### src/rtl/mul_add_issue.sv
// Issue/retire wrapper around the registered a*b+c multiply-add macro: accepts ops,
// folds signed correction into c, tracks ops through the macro and buffers results in order.
module mul_add_issue #(
  parameter int BITS      = 64,
  parameter int MACRO_LAT = 1,
  parameter int OUT_DEPTH = 4,
  parameter int TAG_W     = 4
) (
  input  logic              clk,
  input  logic              rst_n,
  input  logic              in_valid,
  output logic              in_ready,
  input  logic [BITS-1:0]   in_a,
  input  logic [BITS-1:0]   in_b,
  input  logic [2*BITS-1:0] in_c,
  input  logic              in_signed,
  input  logic              in_hi,
  input  logic [TAG_W-1:0]  in_tag,
  output logic [BITS-1:0]   mul_a,
  output logic [BITS-1:0]   mul_b,
  output logic [2*BITS-1:0] mul_c,
  input  logic [2*BITS-1:0] mul_o,
  output logic              out_valid,
  input  logic              out_ready,
  output logic [BITS-1:0]   out_data,
  output logic [TAG_W-1:0]  out_tag
);

  localparam int PIPE = MACRO_LAT + 1;
  localparam int PW   = (OUT_DEPTH > 1) ? $clog2(OUT_DEPTH) : 1;
  localparam int CW   = $clog2(OUT_DEPTH + 1);
  localparam int SW   = $clog2(OUT_DEPTH + PIPE + 1);
  localparam logic [PW-1:0] PTR_LAST = PW'(OUT_DEPTH - 1);

  logic accept, push, pop;
  logic [SW-1:0] inflight;

  logic [2*BITS-1:0] corr_a, corr_b, c_adj;
  logic [BITS-1:0]   mul_a_q, mul_a_d, mul_b_q, mul_b_d;
  logic [2*BITS-1:0] mul_c_q, mul_c_d;

  logic [PIPE-1:0]   pv_q, pv_d, ph_q, ph_d;
  logic [TAG_W-1:0]  ptag_q [PIPE];
  logic [TAG_W-1:0]  ptag_d [PIPE];

  logic [BITS-1:0]   mem_data_q [OUT_DEPTH];
  logic [TAG_W-1:0]  mem_tag_q  [OUT_DEPTH];
  logic [PW-1:0]     wr_ptr_q, wr_ptr_d, rd_ptr_q, rd_ptr_d;
  logic [CW-1:0]     count_q, count_d;
  logic [BITS-1:0]   wr_data;

  // Every in-flight op already owns a FIFO slot, so the FIFO can never overflow.
  always_comb begin
    inflight = '0;
    for (int i = 0; i < PIPE; i++) inflight = inflight + SW'(pv_q[i]);
  end

  assign in_ready = rst_n & ((inflight + SW'(count_q)) < SW'(OUT_DEPTH));
  assign accept   = in_valid & in_ready;

  // Unsigned product of two's-complement operands is off by a<<BITS / b<<BITS when negative.
  assign corr_a = in_a[BITS-1] ? {in_b, {BITS{1'b0}}} : '0;
  assign corr_b = in_b[BITS-1] ? {in_a, {BITS{1'b0}}} : '0;
  assign c_adj  = in_signed ? (in_c - corr_a - corr_b) : in_c;

  assign mul_a_d = accept ? in_a  : mul_a_q;
  assign mul_b_d = accept ? in_b  : mul_b_q;
  assign mul_c_d = accept ? c_adj : mul_c_q;

  assign pv_d = {pv_q[PIPE-2:0], accept};
  assign ph_d = {ph_q[PIPE-2:0], in_hi};
  always_comb begin
    ptag_d[0] = in_tag;
    for (int i = 1; i < PIPE; i++) ptag_d[i] = ptag_q[i-1];
  end

  assign push    = pv_q[PIPE-1];
  assign wr_data = ph_q[PIPE-1] ? mul_o[2*BITS-1:BITS] : mul_o[BITS-1:0];
  assign out_valid = (count_q != '0);
  assign pop       = out_valid & out_ready;

  assign wr_ptr_d = !push ? wr_ptr_q : ((wr_ptr_q == PTR_LAST) ? '0 : wr_ptr_q + PW'(1));
  assign rd_ptr_d = !pop  ? rd_ptr_q : ((rd_ptr_q == PTR_LAST) ? '0 : rd_ptr_q + PW'(1));

  always_comb begin
    count_d = count_q;
    case ({push, pop})
      2'b10:   count_d = count_q + CW'(1);
      2'b01:   count_d = count_q - CW'(1);
      default: count_d = count_q;
    endcase
  end

  always_ff @(posedge clk) begin
    if (!rst_n) begin
      mul_a_q  <= '0;
      mul_b_q  <= '0;
      mul_c_q  <= '0;
      pv_q     <= '0;
      ph_q     <= '0;
      wr_ptr_q <= '0;
      rd_ptr_q <= '0;
      count_q  <= '0;
      for (int i = 0; i < PIPE; i++) ptag_q[i] <= '0;
      for (int i = 0; i < OUT_DEPTH; i++) begin
        mem_data_q[i] <= '0;
        mem_tag_q[i]  <= '0;
      end
    end else begin
      mul_a_q  <= mul_a_d;
      mul_b_q  <= mul_b_d;
      mul_c_q  <= mul_c_d;
      pv_q     <= pv_d;
      ph_q     <= ph_d;
      wr_ptr_q <= wr_ptr_d;
      rd_ptr_q <= rd_ptr_d;
      count_q  <= count_d;
      for (int i = 0; i < PIPE; i++) ptag_q[i] <= ptag_d[i];
      if (push) begin
        mem_data_q[wr_ptr_q] <= wr_data;
        mem_tag_q[wr_ptr_q]  <= ptag_q[PIPE-1];
      end
    end
  end

  assign mul_a    = mul_a_q;
  assign mul_b    = mul_b_q;
  assign mul_c    = mul_c_q;
  assign out_data = mem_data_q[rd_ptr_q];
  assign out_tag  = mem_tag_q[rd_ptr_q];

endmodule

### config.mk
export PLATFORM = sky130hd
export DESIGN_NAME = mul_add_issue
export DESIGN_NICKNAME = d
export VERILOG_FILES = /design/src/rtl/mul_add_issue.sv
export SDC_FILE = /design/constraint.sdc
export NUM_CORES = 1
export LEC_CHECK = 0
export CORE_AREA = 3 3 281 283
export DETAILED_ROUTE_END_ITERATION = 10
export DIE_AREA = 0 0 284 286
export PLACE_DENSITY = 0.62
export SETUP_SLACK_MARGIN = 0.02
export SYNTH_ARGS = -nofsm -noshare
export SYNTH_HDL_FRONTEND = slang
export SYNTH_SLANG_ARGS = --single-unit
### constraint.sdc
create_clock -name clk -period 4.8 [get_ports clk]
set_clock_uncertainty 0.05 [all_clocks]
set_input_delay 0.48 -clock clk [delete_from_list [all_inputs] [get_ports clk]]
set_output_delay 0.48 -clock clk [all_outputs]
set_load 0.005 [all_outputs]
==> results_dict.tcl, run 1 <==
set metrics [dict create \
    syn_avg_cell_area_um2 9.55 \
    pwr_density_cell_nw_per_um2 359 \
    max_freq_ghz 0.243 \
    grt_pass1_wl_um 150000 \
    cp_data_arrival_time_ns 4.51 \
    grt_pass1_vias 24100 \
    die_h_um 286 \
    drtIter0Drc 1561 \
    ys_types 67 \
    min_period_ns 4.11 \
    grt_usage_pct 23.9 \
    hp-class "input pin to register" \
    routed_wl_um 100000 \
    drtPass1Iterations 5 \
    crit_type "input pin to register" \
    numCtsBuffers 60 \
    ir_drop_mv 0.266 \
    relSlewSlack_pct 19.8 \
    post-cts-setup-buffers 0 \
    grt_start_max_net_pins 154 \
    start_util_pct 36.8 \
    clock_path_buffers 3 \
    syn_area_um2 28400 \
    synthArstFlopShare_pct 0 \
    setup_viol 0 \
    p_seq_share_pct 38.4 \
    tightest_slew_ns 1.20 \
    cts_tree "built" \
    cts_sinks 549 \
    drc 0 \
    dp_slack_ns 0.0861 \
    dieArea_um2 81200 \
    num_rows 102 \
    layout-drive-gt1-share_pct 9.00 \
    swShare_pct 29.7 \
    cpMaxStageDelayCell "or4_1" \
    syn_nets 3494 \
    final-hold-violation-count 0 \
    numPortBuffers 719 \
    gp_routability_congestion 0.908 \
    postCtsHoldBufs 0 \
    netlist_instances 2968 \
    crit_family "simple AND/OR/NAND/NOR gates" \
    rsz0062_at_grt "false" \
    path_cells "clkdlybuf4s50_1 -> inv_1 -> fa_1 -> inv_1 -> ha_1 -> nand4_1 -> or4_1 -> nor2_1 -> and4_1 -> a211oi_2 -> buf_4 -> o41ai_2 -> o21ai_1 -> nor2_1 -> a21o_1 -> xnor2_1 -> a21oi_1" \
    grt_antenna_before_repair 25 \
    worst_slack_ns 0.690 \
    clkPwrFrac_pct 33.8 \
    cts-resized-gates 0 \
    intPower_mw 9.80 \
    status "finished clean" \
    cp_max_fo 6 \
    start_kind "input pin" \
    synth_seq_cells 549 \
    max_stage_delay_ns 0.58 \
    yosys_warnings 0 \
    synth_edf_count 272 \
    crit_buf_inv 4 \
    p_leak_nw 15.0 \
    htree_levels 2 \
    p_sw_mw 4.13 \
    fp.dieW_um 284 \
    cts_root_buf "clkbuf_16" \
    area_growth_pct 36.9 \
    synth_flop_cell "dfxtp_1" \
    timing.setup.tns_ns 0 \
    crit_required_ns 5.20 \
    dp_cells 4606 \
    fin_util_pct 50.4 \
    wl_per_cell_um 21.1 \
    slew_violations 0 \
    final_net_count 4154 \
    core_um2 77000 \
    hold_slack_ns 0.303 \
    crit_path_end_kind "register" \
    synth_seq_area_share_pct 48.4 \
    hpwl_um 71900 \
    ant_nets 0 \
    pwr-share-comb_pct 27.8 \
    layoutNonFillerInstCount 4729 \
    io_pins 720 \
    vias_per_cell 5.01 \
    cap_violations 0 \
    num_vias 23700 \
    clk_pin_slew_ns 0.06 \
    clock_latency_ns 0.63 \
    grt.overflow.total 0 \
    min_period_over_period_pct 85.6 \
]
-- power by group through the flow --
| stage | clock [mW] | combinational (mW) | sequential, mW |
|---|---|---|---|
| global placement | 0 | 3.89 | 5.44 |
| floorplan | 0 | 2.13 | 5.38 |
| global route | 5.01 | 4.21 | 5.38 |
| CTS | 4.83 | 3.89 | 5.35 |
| detailed placement | 0 | 3.87 | 5.45 |
| finish | 4.71 | 3.88 | 5.34 |
-- routing by layer --
metal / up-vias / global-route usage [%] / share of wire [%]
li1: 11300 / - / -
met1: 11400 / 29.4 / 40
met2: 815 / 39.7 / 48
met3: 165 / 7.69 / 8.6
met4: 22 / 7.65 / 3.0
met5: - / 0 / 0.17
-- flip-flops by register name, summed over array words and instances (netlist names), named ones only --
signal / flops
ptag_q: 8
rd_ptr_q: 2
mem_data_q: 256
ph_q: 2
mul_a: 64
mul_b: 64
count_q: 3
pv_q: 2
mem_tag_q: 16
mul_c: 128
wr_ptr_q: 2
-- worst paths after layout --
kind              startpoint          to  slack, ns  cells after the start
setup / recovery    in_c[90]  mul_c[125]       0.69                     17
hold / removal      in_b[63]   mul_b[63]       0.30                      4
setup reg to reg  count_q[0]  mul_c[124]       1.43                     11
hold reg to reg      ph_q[0]     ph_q[1]       0.38                      1
-- placed cells by master, fill, tap and decap left out, drive strengths merged, types with 20 or more instances in the layout --
| cell type | instances |
|---|---|
| mux2 | 65 |
| clkbuf | 83 |
| mux4 | 68 |
| fa | 64 |
| clkdlybuf4s50 | 715 |
| a21o | 34 |
| ha | 68 |
| edfxtp | 272 |
| inv | 278 |
| o211ai | 24 |
| nand2 | 541 |
| o21ai | 94 |
| nand3 | 20 |
| xnor2 | 34 |
| nor2 | 284 |
| and2 | 140 |
| a21oi | 322 |
| buf | 71 |
| dfxtp | 277 |
| xor2 | 26 |
-- cell type report --
type                    instances  area (um2)
clock buffers                  83        1710
clock inverters                28         293
flip-flops and latches        549       13700
well taps                    1040        1300
fillers                      7249       38100
inverters                     274        1040
diodes                         12        30.0
multi-input cells            1957       13000
repair buffers                786        7770
-- cells by family after synthesis --
family                   count (synthesis)  synth area share, %
multiplexers                           151                 8.62
buffers and inverters                  462                 6.15
adder cells (fa/ha/maj)                132                 7.52
flip-flops                             549                 48.4
XOR/XNOR                                60                 1.85
AND/OR/NAND/NOR                       1056                 16.0
AO/OA/AOI/OAI                          558                 11.5
-- metrics by stage --
stage	cell area (um2)	power, mW
2_1_floorplan	28400	7.51
6_report	38800	13.9
3_3_place_gp	36800	9.33
5_1_grt	38800	14.6
3_5_place_dp	36800	9.31
4_1_cts	38800	14.1
-- worst register-to-register path, cell delays in order, from the launching register on --
cell     delay (ns)
dfxtp_1        0.38
ha_1           0.25
a21oi_1        0.14
nor2_1         0.06
xnor2_1        0.11
and2_1         0.34
nand2_4        0.36
inv_8          0.73
o21ai_0        0.43
a21oi_1        0.20
a21oi_1        0.06
o21ai_0        0.17
-- cell usage after synthesis (34+ instances only) --
master / number / area, um2
a21o_1: 34 / 255
a21oi_1: 319 / 1600
and2_1: 140 / 876
clkbuf_1: 168 / 631
dfxtp_1: 277 / 5550
edfxtp_1: 272 / 8170
fa_1: 64 / 1280
ha_1: 68 / 851
inv_1: 271 / 1020
mux2_2: 64 / 721
mux4_2: 68 / 1530
nand2_1: 541 / 2030
nor2_1: 284 / 1070
o21ai_0: 87 / 435
xnor2_1: 34 / 298
(Power assumes the default switching activity.)
==> inputs of run 2 (changes only) <==
--- a/config.mk
+++ b/config.mk
@@ -5,10 +5,10 @@
 export SDC_FILE = /design/constraint.sdc
 export NUM_CORES = 1
 export LEC_CHECK = 0
-export CORE_AREA = 3 3 281 283
+export CORE_AREA = 3 3 279 281
 export DETAILED_ROUTE_END_ITERATION = 10
-export DIE_AREA = 0 0 284 286
-export PLACE_DENSITY = 0.62
+export DIE_AREA = 0 0 282 284
+export PLACE_DENSITY = 0.65
 export SETUP_SLACK_MARGIN = 0.02
 export SYNTH_ARGS = -nofsm -noshare
 export SYNTH_HDL_FRONTEND = slang
==> constraint.sdc (replaced) <==
create_clock -name clk -period 3.3 [get_ports clk]
set_clock_uncertainty 0.05 [all_clocks]
set_input_delay 0.33 -clock clk [delete_from_list [all_inputs] [get_ports clk]]
set_output_delay 0.33 -clock clk [all_outputs]
set_load 0.005 [all_outputs]
==> results_dict.tcl, run 2 (same netlist as run 1, synthesis figures left out) <==
set metrics [dict create \
    intPower_mw 15.3 \
    clk_pin_slew_ns 0.07 \
    grt_antenna_before_repair 12 \
    cpMostUsedCell "buf_12" \
    final-hold-violation-count 0 \
    cp_data_arrival_time_ns 3.96 \
    hp-class "input pin to register" \
    swShare_pct 30.2 \
    grt_pass1_vias 25200 \
    p_leak_nw 17.2 \
    cts_sinks 549 \
    num-fill-cells 6667 \
    seq_area_um2 13700 \
    cts_tree "built" \
    worst_slack_ns -0.201 \
    path_cells "buf_12 -> buf_12 -> and2_4 -> fa_1 -> inv_2 -> ha_4 -> nand4_1 -> or4_4 -> nor2_4 -> and4_4 -> a211oi_4 -> buf_6 -> o41ai_4 -> o21ai_2 -> nor2_2 -> a31oi_1 -> xor2_1 -> o21ai_1" \
    relSlewSlack_pct 38.5 \
    io_pins 720 \
    layout_commonest_cell "clkdlybuf4s50_1" \
    fp.dieW_um 282 \
    crit_family "simple AND/OR/NAND/NOR gates" \
    drtIter0Drc 1438 \
    hpwl_um 70900 \
    status "finished, violations left" \
    htree_levels 2 \
    crit_buf_inv 4 \
    cts_root_buf "clkbuf_16" \
    numPortBuffers 719 \
    pwr-share-comb_pct 33.2 \
    num_rows 101 \
    rsz0062_at_grt "true" \
    setup_viol 18 \
    core_um2 75700 \
    top_register "mem_data_q" \
    fin_util_pct 56.4 \
    grt_usage_pct 23.8 \
    violations "setup timing" \
    slew_violations 0 \
    grt_start_max_net_pins 104 \
    drc 0 \
    max_freq_ghz 0.286 \
    final_net_count 4468 \
    area_growth_pct 50.7 \
    crit_required_ns 3.76 \
    max_stage_delay_ns 0.59 \
    placed_cell_area_um2 39100 \
    multi_input_area_um2 14100 \
    wl_per_cell_um 20.2 \
    clkPwrFrac_pct 31.6 \
    cp_max_fo 10 \
    routed_wl_um 100000 \
    p_sw_mw 6.60 \
    cap_violations 0 \
    fin_area_um2 42700 \
    clock_path_buffers 3 \
    gp_routability_congestion 0.890 \
    grt_pass1_wl_um 148000 \
    crit_path_end_kind "register" \
    start_util_pct 37.5 \
    crit_type "input pin to register" \
    drtPass1Iterations 7 \
    cpMaxStageDelayCell "or4_4" \
    min_period_ns 3.50 \
    numCtsBuffers 60 \
    start_kind "input pin" \
    layout-drive-gt1-share_pct 20.7 \
    tightest_slew_ns 0.923 \
    ir_drop_mv 0.470 \
    p_seq_share_pct 35.2 \
    final_cell_mix "clkdlybuf4s50_1 (639), nand2_1 (530), buf_4 (312)" \
    vias_per_cell 5.02 \
    grt.overflow.total 0 \
    min_period_over_period_pct 106 \
    clock_latency_ns 0.64 \
    die_h_um 284 \
    dieArea_um2 80100 \
    num_vias 25000 \
    ant_nets 0 \
    largest_reg_flops 256 \
    pwr_density_cell_nw_per_um2 512 \
]
==> run 2: cell types whose count changed in the layout (fill, tap and decap cells not counted), moves of 34 or more <==
cell,before,now
clkdlybuf4s50_1,715,639
dlygate4sd2_1,0,40
ha_1,68,34
buf_4,61,312
and2_1,140,102
and2_4,0,38
==> run 2: through the flow <==
stage	cells	hold slack (ns)	power (mW)	setup WS, ns	setup TNS, ns
6_report	4979	0.0193	21.9	-0.201	-1.80
5_1_grt	4975	0.0111	22.9	-0.290	-3.58
4_1_cts	4928	0.00536	21.7	-0.268	-2.29
3_5_place_dp	4799	0.375	14.4	-1.31	-52.28
3_3_place_gp	4799	0.365	14.4	-1.30	-51.56
2_1_floorplan	2968	0.362	11.1	-0.636	-6.91
==> run 2: power groups by stage <==
stage | Sequential, mW | Clock [mW] | Combinational, mW
2_1_floorplan | 7.82 | 0 | 3.29
5_1_grt | 7.74 | 7.35 | 7.83
4_1_cts | 7.70 | 7.10 | 6.86
6_report | 7.70 | 6.92 | 7.26
3_3_place_gp | 7.83 | 0 | 6.53
3_5_place_dp | 7.84 | 0 | 6.54
==> run 2: final timing paths <==
kind | from | end | slack, ns | cells after the start
setup / recovery | in_a[63] | mul_c[121] | -0.20 | 18
hold / removal | in_b[3] | mul_b[3] | 0.02 | 4
hold reg to reg | ptag_q[0][2] | ptag_q[0][6] | 0.39 | 1
setup reg to reg | count_q[0] | mul_c[90] | 0.49 | 10
==> run 2: timing repair <==
action	in CTS	in global routing
endpoints found under the hold margin	2	18
gates resized for setup	166	152
cloned	1	6
hold buffers	2	18
buffers inserted	15	24
endpoints found under the setup margin	50	46
pin swaps	63	101
==> run 2: cell type report <==
class	instances	area share, %
multi-input cells	1957	32.9
flip-flops and latches	549	32.1
repair buffers	1100	24.8
clock buffers	70	3.72
well taps	978	2.86
inverters	274	2.44
clock inverters	42	1.07
diodes	9	0.0527
==> run 2: per-layer routing <==
layer  GRT usage, %  wire length [um]
met4           7.65              3380
met1           29.0             39600
met3           6.39              8100
met2           40.9             49400
met5              0                11
==> run 2: worst reg2reg max path, cell delays in order (launching register included) <==
cell and delay [ns]:
dfxtp_1 0.39, ha_1 0.26, a21oi_1 0.17, nor2_1 0.07, xnor2_1 0.12, and2_1 0.33
nand2_4 0.19, inv_8 0.30, buf_12 0.29, nand2_1 0.28, o21ai_0 0.27
